### src/rtl/systolic_pkg.sv
// Shared types and sizing helpers for the systolic array input feeder.
package systolic_pkg;
    localparam int N_DEF     = 4;
    localparam int DW_DEF    = 32;
    localparam int DRAIN_CYC = 2;

    typedef enum logic [1:0] {IDLE, STREAM, DRAIN} state_t;

    // Cycles needed for the last skewed element to enter corner PE(N-1,N-1).
    function automatic int stream_len(input int n);
        return 3 * n - 2;
    endfunction
endpackage

### src/rtl/systolic_feeder_if.sv
// Load port plus array-edge outputs of the feeder; master = tile source, slave = feeder.
interface systolic_feeder_if #(
    parameter int N  = 4,
    parameter int DW = 32
);
    logic            load_valid;
    logic            load_ready;
    logic            load_sel;
    logic [N*DW-1:0] load_data;
    logic            start;
    logic            busy;
    logic            done;
    logic            tile_start;
    logic            edge_valid;
    logic [N*DW-1:0] a_edge;
    logic [N*DW-1:0] b_edge;

    modport master (
        output load_valid, load_sel, load_data, start,
        input  load_ready, busy, done, tile_start, edge_valid, a_edge, b_edge
    );
    modport slave (
        input  load_valid, load_sel, load_data, start,
        output load_ready, busy, done, tile_start, edge_valid, a_edge, b_edge
    );
endinterface

### src/rtl/skew_lane.sv
// One edge lane: picks buffered element (step - LANE), zero outside the window, registered.
module skew_lane #(
    parameter int DW   = 32,
    parameter int N    = 4,
    parameter int LANE = 0,
    parameter int KW   = 4
) (
    input  logic                 clk,
    input  logic                 rst_n,
    input  logic                 step_vld,
    input  logic [KW-1:0]        step,
    input  logic [N-1:0][DW-1:0] vec,
    output logic [DW-1:0]        lane_q
);
    localparam int IW = (N > 1) ? $clog2(N) : 1;

    logic [KW-1:0] off;
    logic          in_rng;
    logic [DW-1:0] sel;

    always_comb begin
        off    = step - KW'(LANE);
        in_rng = step_vld && (step >= KW'(LANE)) && (off < KW'(N));
        sel    = in_rng ? vec[off[IW-1:0]] : '0;
    end

    always_ff @(posedge clk or negedge rst_n) begin
        if (!rst_n) lane_q <= '0;
        else        lane_q <= sel;
    end
endmodule

### src/rtl/systolic_feeder.sv
// Buffers one A/B tile and streams it diagonally skewed into an N x N systolic array.
module systolic_feeder
    import systolic_pkg::*;
#(
    parameter int N  = N_DEF,
    parameter int DW = DW_DEF
) (
    input logic               clk,
    input logic               rst_n,
    systolic_feeder_if.slave  bus
);
    localparam int S  = stream_len(N);
    localparam int KW = $clog2(3 * N);
    localparam int CW = $clog2(N + 1);
    localparam int IW = (N > 1) ? $clog2(N) : 1;

    state_t                       state;
    logic [KW-1:0]                k;
    logic [CW-1:0]                a_cnt, b_cnt;
    logic [N-1:0][N-1:0][DW-1:0]  a_buf, b_buf;
    logic [N-1:0][DW-1:0]         ld_vec, a_q, b_q;
    logic                         load_ready, load_ok, start_ok, step_vld;
    logic [KW-1:0]                step;
    logic                         busy_q, done_q, tile_start_q, edge_valid_q;

    assign ld_vec = bus.load_data;

    // step/step_vld describe the cycle being entered, so lane registers line up with k.
    always_comb begin
        load_ready = (state == IDLE) && (bus.load_sel ? (b_cnt < CW'(N)) : (a_cnt < CW'(N)));
        load_ok    = bus.load_valid && load_ready;
        start_ok   = (state == IDLE) && bus.start && (a_cnt == CW'(N)) && (b_cnt == CW'(N));
        step_vld   = 1'b0;
        step       = '0;
        if (start_ok) begin
            step_vld = 1'b1;
        end else if (state == STREAM && k != KW'(S - 1)) begin
            step_vld = 1'b1;
            step     = k + 1'b1;
        end
    end

    always_ff @(posedge clk or negedge rst_n) begin
        if (!rst_n) begin
            a_buf <= '0;
            b_buf <= '0;
        end else if (load_ok) begin
            if (bus.load_sel) b_buf[b_cnt[IW-1:0]] <= ld_vec;
            else              a_buf[a_cnt[IW-1:0]] <= ld_vec;
        end
    end

    always_ff @(posedge clk or negedge rst_n) begin
        if (!rst_n) begin
            state        <= IDLE;
            k            <= '0;
            a_cnt        <= '0;
            b_cnt        <= '0;
            busy_q       <= 1'b0;
            done_q       <= 1'b0;
            tile_start_q <= 1'b0;
            edge_valid_q <= 1'b0;
        end else begin
            tile_start_q <= start_ok;
            edge_valid_q <= step_vld;
            done_q       <= 1'b0;
            case (state)
                IDLE: begin
                    if (load_ok) begin
                        if (bus.load_sel) b_cnt <= b_cnt + 1'b1;
                        else              a_cnt <= a_cnt + 1'b1;
                    end
                    if (start_ok) begin
                        state  <= STREAM;
                        k      <= '0;
                        busy_q <= 1'b1;
                    end
                end
                STREAM: begin
                    if (k == KW'(S - 1)) begin
                        state <= DRAIN;
                        k     <= '0;
                    end else begin
                        k <= k + 1'b1;
                    end
                end
                DRAIN: begin
                    done_q <= (k == KW'(DRAIN_CYC - 2));
                    if (k == KW'(DRAIN_CYC - 1)) begin
                        state  <= IDLE;
                        k      <= '0;
                        busy_q <= 1'b0;
                        a_cnt  <= '0;
                        b_cnt  <= '0;
                    end else begin
                        k <= k + 1'b1;
                    end
                end
                default: state <= IDLE;
            endcase
        end
    end

    for (genvar i = 0; i < N; i++) begin : g_lane
        skew_lane #(.DW(DW), .N(N), .LANE(i), .KW(KW)) u_a (
            .clk(clk), .rst_n(rst_n), .step_vld(step_vld), .step(step),
            .vec(a_buf[i]), .lane_q(a_q[i])
        );
        skew_lane #(.DW(DW), .N(N), .LANE(i), .KW(KW)) u_b (
            .clk(clk), .rst_n(rst_n), .step_vld(step_vld), .step(step),
            .vec(b_buf[i]), .lane_q(b_q[i])
        );
    end

    assign bus.load_ready = load_ready;
    assign bus.busy       = busy_q;
    assign bus.done       = done_q;
    assign bus.tile_start = tile_start_q;
    assign bus.edge_valid = edge_valid_q;
    assign bus.a_edge     = a_q;
    assign bus.b_edge     = b_q;
endmodule

### src/flat_wrapper.sv
// flat-port wrapper written by rule: the top's interface ports become plain ports
module systolic_feeder_flat import systolic_pkg::*;
#(
    parameter int N  = N_DEF,
    parameter int DW = DW_DEF
)
  (clk, rst_n, bus_load_valid, bus_load_sel, bus_load_data, bus_start, bus_load_ready, bus_busy, bus_done, bus_tile_start, bus_edge_valid, bus_a_edge, bus_b_edge);
  systolic_feeder_if #(.N(N), .DW(DW)) bus_i ();
  input logic clk;
  input logic rst_n;
  input wire logic [$bits(bus_i.load_valid)-1:0] bus_load_valid;
  input wire logic [$bits(bus_i.load_sel)-1:0] bus_load_sel;
  input wire logic [$bits(bus_i.load_data)-1:0] bus_load_data;
  input wire logic [$bits(bus_i.start)-1:0] bus_start;
  output wire logic [$bits(bus_i.load_ready)-1:0] bus_load_ready;
  output wire logic [$bits(bus_i.busy)-1:0] bus_busy;
  output wire logic [$bits(bus_i.done)-1:0] bus_done;
  output wire logic [$bits(bus_i.tile_start)-1:0] bus_tile_start;
  output wire logic [$bits(bus_i.edge_valid)-1:0] bus_edge_valid;
  output wire logic [$bits(bus_i.a_edge)-1:0] bus_a_edge;
  output wire logic [$bits(bus_i.b_edge)-1:0] bus_b_edge;
  assign bus_i.load_valid = bus_load_valid;
  assign bus_i.load_sel = bus_load_sel;
  assign bus_i.load_data = bus_load_data;
  assign bus_i.start = bus_start;
  assign bus_load_ready = bus_i.load_ready;
  assign bus_busy = bus_i.busy;
  assign bus_done = bus_i.done;
  assign bus_tile_start = bus_i.tile_start;
  assign bus_edge_valid = bus_i.edge_valid;
  assign bus_a_edge = bus_i.a_edge;
  assign bus_b_edge = bus_i.b_edge;
  systolic_feeder #(.N(N), .DW(DW)) u_core (.clk(clk), .rst_n(rst_n), .bus(bus_i));
endmodule
### config.mk
export PLATFORM = sky130hd
export DESIGN_NAME = systolic_feeder_flat
export DESIGN_NICKNAME = d
export VERILOG_FILES = /design/src/rtl/systolic_pkg.sv /design/src/rtl/systolic_feeder_if.sv /design/src/rtl/skew_lane.sv /design/src/rtl/systolic_feeder.sv /design/src/flat_wrapper.sv
export SDC_FILE = /design/constraint.sdc
export NUM_CORES = 2
export LEC_CHECK = 0
export CORE_AREA = 3 3 295 297
export CTS_BUF_LIST = sky130_fd_sc_hd__clkbuf_16
export DETAILED_ROUTE_END_ITERATION = 10
export DIE_AREA = 0 0 298 300
export DONT_BUFFER_PORTS = 1
export PLACE_DENSITY = 0.81
export SYNTH_ARGS = -nofsm -noshare
export SYNTH_HDL_FRONTEND = slang
export SYNTH_HIERARCHICAL = 1
export SYNTH_SLANG_ARGS = --single-unit
### constraint.sdc
create_clock -name clk -period 5.88 [get_ports clk]
set_input_delay 0.588 -clock clk [delete_from_list [all_inputs] [get_ports clk]]
set_output_delay 0.588 -clock clk [all_outputs]
set_load 0.05 [all_outputs]
# After elaboration in Yosys (flattened, before gate mapping)
# Cells that the tools add are included.
# Widths: inputs -> output; s select.
dict set report word_totals {
  out_inout_bits 261
  wordCells 167
  input_bits 133
  ff_bits 1296
}
dict set report classes {
  bitwise_logic 1
  magnitude_cmp 18
  eq_ne 13
  mux 54
  reduce_logical 27
  add_sub_neg 6
}
# operator count
set ops {}
lappend ops {{$bwmux 512} 2}
lappend ops {{$bmux 32 s2} 8}
lappend ops {{$demux 128 s2} 2}
lappend ops {{$mux 32} 16}
lappend ops {{$mux 128} 2}
lappend ops {{$mux 4} 5}
lappend ops {{$lt 2x3->1 const B} 6}
lappend ops {{$logic_and 1x1->1} 16}
lappend ops {{$lt 4x3->1 const B} 4}
lappend ops {{$mux 3} 5}
lappend ops {{$pmux 3 s2} 2}
lappend ops {{$pmux 4 s3} 1}
lappend ops {{$ge 4x1->1 const B} 2}
lappend ops {{$ge 4x2->1 const B} 2}
lappend ops {{$reduce_and 4->1} 2}
lappend ops {{$sub 4x2->4 const B} 2}
lappend ops {{$add 3x1->3 const B} 2}
lappend ops {{$eq 3x3->1 const B} 2}
lappend ops {{$lt 3x3->1 const B} 2}
lappend ops {{$mux 1} 6}
lappend ops {{$mux 2} 3}
lappend ops {{$ne 2x1->1 const B} 3}
lappend ops {{$ne 2x2->1 const B} 3}
lappend ops {{$pmux 2 s3} 1}
lappend ops {{16 further kinds} 20}

# Logic depth before layout (Yosys ltp)
dict set report depth {
  ltp_word 9
  mapped_depth 14
  mapped_depth_nobuf 11
}

# Cells and area by module
# The synthesis kept the hierarchy.
# mod seq_area_each_um2 area_each_um2 cells_per_inst n_inst
set by_module_without_submodules {}
lappend by_module_without_submodules {systolic_feeder 26025.0 39210.1 2278 1}
lappend by_module_without_submodules {{skew_lane at u_core.g_lane[3].u_a ...} 800.8 2107.0 150 2}
lappend by_module_without_submodules {{skew_lane at u_core.g_lane[2].u_a ...} 800.8 1874.3 116 2}
lappend by_module_without_submodules {{skew_lane at u_core.g_lane[0].u_a ...} 800.8 1769.2 145 2}
lappend by_module_without_submodules {{skew_lane at u_core.g_lane[1].u_b} 800.8 2154.6 152 1}
lappend by_module_without_submodules {{skew_lane at u_core.g_lane[1].u_a} 800.8 2153.3 152 1}

# Worst setup path before layout
# OpenSTA, ideal clock, no wires.
dict set report synth_timing {
  kind {register -> register}
  start {reg u_core.a_cnt[0]}
  end {reg u_core.g_lane[1].u_a.lane_q[11]}
  n_path_buf 3
  period_less_slack_ns 3.362
  t_required_ns 5.760
  setup_time_ns 0.120
  stages_incl_launch_ff 15
  arrival_ns 3.242
  setup_slack_ns 2.518
  path_cell_list {dfrtp_1 -> inv_1 -> ha_1 -> and4_1 -> nand3_1 -> nand3_1 -> nor2_1 -> buf_6 -> buf_4 -> inv_1 -> ha_1 -> buf_1 -> mux4_2 -> nand2_1 -> nor3_2}
}
dict set report synth_between {
  elab_chain_len 8
  word_cells_on_any_way 13
  classes_between {1 x add/sub; 2 x order compare; 1 x eq/ne; 5 x mux; 4 x reduce/logical}
}
# item line
set synth_lines {}
lappend synth_lines {{from (decl)} systolic_feeder.sv:19} ;# logic [CW-1:0] a_cnt, b_cnt;
lappend synth_lines {{from (signal assigned)} systolic_feeder.sv:71} ;# else a_cnt <= a_cnt + 1'b1;
lappend synth_lines {{$eq 3x3->1 (*)} systolic_feeder.sv:32} ;# start_ok = (state == IDLE) && bus.start && (a_cnt == CW'(N)) && (b_cnt == CW'(N));
lappend synth_lines {{$logic_and 1x1->1 (*) (2 in series)} systolic_feeder.sv:32}
lappend synth_lines {{$mux 4 (*)} systolic_feeder.sv:35} ;# if (start_ok) begin
lappend synth_lines {{named net u_core.step[0]} systolic_feeder.sv:23} ;# logic [KW-1:0] step;
lappend synth_lines {{$sub 4x1->4 / $ge 4x1->1 (equally long branches)} {skew_lane.sv:22, skew_lane.sv:23}}
lappend synth_lines {{$lt 4x3->1 (tied with other cells)} skew_lane.sv:23} ;# in_rng = step_vld && (step >= KW'(LANE)) && (off < KW'(N));
lappend synth_lines {{$logic_and 1x1->1 / $mux 32 (equally long branches)} {skew_lane.sv:23, skew_lane.sv:24}}
lappend synth_lines {{$mux 32 (*)} skew_lane.sv:24} ;# sel = in_rng ? vec[off[IW-1:0]] : '0;
lappend synth_lines {{named net u_core.g_lane[1].u_a.sel[11]} skew_lane.sv:19} ;# logic [DW-1:0] sel;
lappend synth_lines {{to (signal assigned)} skew_lane.sv:29} ;# else lane_q <= sel;
lappend synth_lines {{to (decl)} skew_lane.sv:13} ;# output logic [DW-1:0] lane_q
# Mark *: on every way through the listed nets, which the timed path passes. The rest lies on a longest branch. The select of a mux whose other input is x is not followed.
# A chain may end at the register's enable or synchronous reset.

==> impl_metrics.py <==
metrics = {
    "timing": {
        "hold_viol_final": 0,
        "skew_ps": 24.55,
        "fmax_mhz": 227.2,
        "rsz0062_at_grt": "false",
        "finalHoldWorstSlack_ps": 47.14,
        "worst_pin_slew_ps": 1532,
        "setup_viol": 0,
        "fin_crit_sh_pct": 74.85,
        "fin_crit_ps": 4401,
        "slew_violations": 123,
        "final.setup.worst_slack_ps": 1479,
        "fin_tns_setup_ps": 0,
        "slew_headroom_pct": -2.139,
    },
    "floorplan": {
        "dieArea_um2": 89400,
        "start_util_pct": 64.82,
        "io_pins": 394,
        "core-area_um2": 84880,
        "die_y_um": 300,
        "dieWidth_um": 298,
        "placementRows": 107,
    },
    "layout": {
        "final_cell_mix": "dfrtp_1, mux2_2, clkbuf_16",
        "drive_above_1_share_pct": 40.91,
        "design_area_um2": 60730,
        "fin_nets": 3642,
        "area_growth_pct": 10.37,
        "final_common_cell": "dfrtp_1",
        "postLayoutCoreUtil_pct": 71.54,
    },
    "clocking": {
        "clk_path_buf_depth": 3,
        "cts_tree": "yes",
        "clk_latency_ps": 730,
        "cts_num_sinks": 1296,
        "root_buffer": "clkbuf_16",
        "cts_resized": 0,
        "cts_buffers": 135,
        "clk_pin_slew_ps": 60,
        "post_cts_buffers": 0,
        "htree_levels": 4,
    },
    "placed_design": {
        "place_ws_ps": 1417,
        "numPortBuffers": 0,
        "place_congestion": 0.7951,
        "dp_hpwl_mm": 83.45,
        "postPlaceCellArea_um2": 55020,
    },
    "route": {
        "avgRoutedWirePerCell_um": 29.96,
        "drt-vias-per-instance": 6.448,
        "finalWirelength_mm": 142.2,
        "vias": 30620,
        "drt_pass1_iterations": 5,
        "ant_nets": 0,
        "drc": 0,
        "drt-initial-drc-count": 2650,
    },
    "pwr": {
        "powerDensity_nw_per_um2": 555.0,
        "p_comb_share_pct": 30.5,
        "p_int_w": 0.02275,
        "clock_power_share_pct": 23.7,
        "p_sw_w": 0.01095,
        "ir_drop_mv": 0.4607,
        "swShare_pct": 32.49,
        "p_seq_share_pct": 45.8,
        "power_leakage_nw": 27.10,
    },
    "global_route": {
        "grt_usage_pct": 32.07,
        "grt_pass1_vias": 32670,
        "antenna_found_initial": 24,
        "grt_pass1_wl_mm": 212.5,
        "grt_start_max_net_pins": 1297,
        "grt-ovfl-total": 0,
    },
    "synth": {
        "synthCells": 3404,
        "yosysTopAreaCell": "dfrtp_1",
        "syn_nets": 3561,
        "synth_seq_area_share_pct": 58.95,
        "synth_warnings": 6,
        "yosysUniqueCellTypes": 50,
        "avgSynthCellArea_um2": 16.16,
        "synth_top_area_share_pct": 58.95,
        "async_flop_share_pct": 100.0,
        "yosys-top-cells-area": "dfrtp_1, mux2_2, mux4_2",
        "synth_edf_count": 0,
        "ys_ff_latch": 1296,
        "syn_area_um2": 55020,
        "synth_flop_cell": "dfrtp_1",
    },
    "setup_path": {
        "crit_path_start_kind": "input pin",
        "required_ps": 6440,
        "worstPathArrival_ps": 4960,
        "path_class": "in -> async",
        "worst-path-max-fanout": 298,
        "worstSetupEndpointType": "asynchronous set/reset pin",
    },
    "job": {
        "maxCapViolations": 0,
    },
    "hold_path": {
        "hold_class": "in -> reg",
    },
    "run_status": {
        "violations": "slew limit",
        "outcome": "finished with violations",
    },
}
==> cells in the mapped netlist (all sizes together), types with 21 or more instances <==
cell and number:
mux2i 130, o22ai 64, a21oi 68, mux4 192
buf 210, mux2 1026, nor3 66, inv 21
nand2 144, dfrtp 1296, nor2b 67, ha 24
==> per-layer routing <==
layer | global-route usage [%] | share of wire [%] | up-vias
met1 | 41.88 | 40 | 16530
met3 | 10.26 | 8.4 | 321
met2 | 50.14 | 48 | 1102
met4 | 13.83 | 4.2 | 14
met5 | 0 | 0.064 | -
li1 | - | - | 12650
==> power by group through the flow <==
stage	clock network, W	logic [W]	registers, W
2_1_floorplan	0	0.00819	0.0147
3_3_place_gp	0	0.00936	0.0151
3_5_place_dp	0	0.00979	0.0155
4_1_cts	0.00810	0.0101	0.0154
5_1_grt	0.00847	0.0110	0.0158
6_report	0.00798	0.0103	0.0154
==> worst paths after layout <==
path | from | end | slack (ps) | depth (start not counted)
max | rst_n | u_core/b_buf[199] | 1480 | 5
min | bus_load_data[64] | u_core/b_buf[320] | 50 | 1
max reg2reg | u_core/a_cnt[0] | u_core/g_lane[1].u_b/lane_q[31] | 1560 | 13
min reg2reg | u_core/b_buf[396] | u_core/b_buf[396] | 500 | 1
max in group clk | u_core/a_cnt[0] | u_core/g_lane[1].u_b/lane_q[31] | 1560 | 13
min in group asynchronous | rst_n | u_core/g_lane[3].u_a/lane_q[27] | 190 | 1
==> flip-flops by register name, summed over array words and instances, names as in the netlist, 2 cells and up <==
name,cells
u_core/a_buf,512
u_core/b_buf,512
u_core/g_lane.u_a/lane_q,128
u_core/g_lane.u_b/lane_q,128
u_core/k,4
u_core/a_cnt,3
u_core/b_cnt,3
u_core/state,2
==> worst max-delay path, cell delays in order <==
cell           delay (ps)
dlygate4sd3_1         700
buf_16                580
buf_16                650
buf_16                680
buf_16                820
==> through the flow <==
| step | cells | power (W) |
|---|---|---|
| floorplan | 3404 | 0.02291 |
| global placement | 4350 | 0.02448 |
| detailed placement | 4350 | 0.02532 |
| CTS | 4722 | 0.03359 |
| global route | 4740 | 0.03527 |
| finish | 4748 | 0.03370 |
==> final cells by class <==
| class | instances | area, µm² |
|---|---|---|
| diodes | 18 | 45.04 |
| clock buffers | 142 | 3553 |
| clock inverters | 96 | 581.8 |
| fillers | 5209 | 24150 |
| inverters | 21 | 78.83 |
| multi-input cells | 1857 | 20800 |
| flip-flops and latches | 1296 | 32430 |
| well taps | 1144 | 1431 |
| repair buffers | 174 | 1802 |
==> cell families (layout without fill, tap and decap cells) <==
family                   count (synthesis)  in the layout  share of synthesized area [%]
multiplexers                          1348           1348                          31.69
flip-flops                            1296           1296                          58.95
AND/OR/NAND/NOR                        324            324                          3.486
buffers and inverters                  251            433                          3.507
AO/OA/AOI/OAI                          159            159                          1.797
adder cells (fa/ha/maj)                 24             24                         0.5458
XOR/XNOR                                 2              2                        0.03184
other                                    0             18                              0
==> timing repair <==
| item | 4_1_cts | 5_1_grt |
|---|---|---|
| hold endpoints to repair | 2310 | 31 |
| hold buffers | 134 | 1 |
| endpoints found under the setup margin | 0 | 0 |
Power figures use the tool's default switching activity.
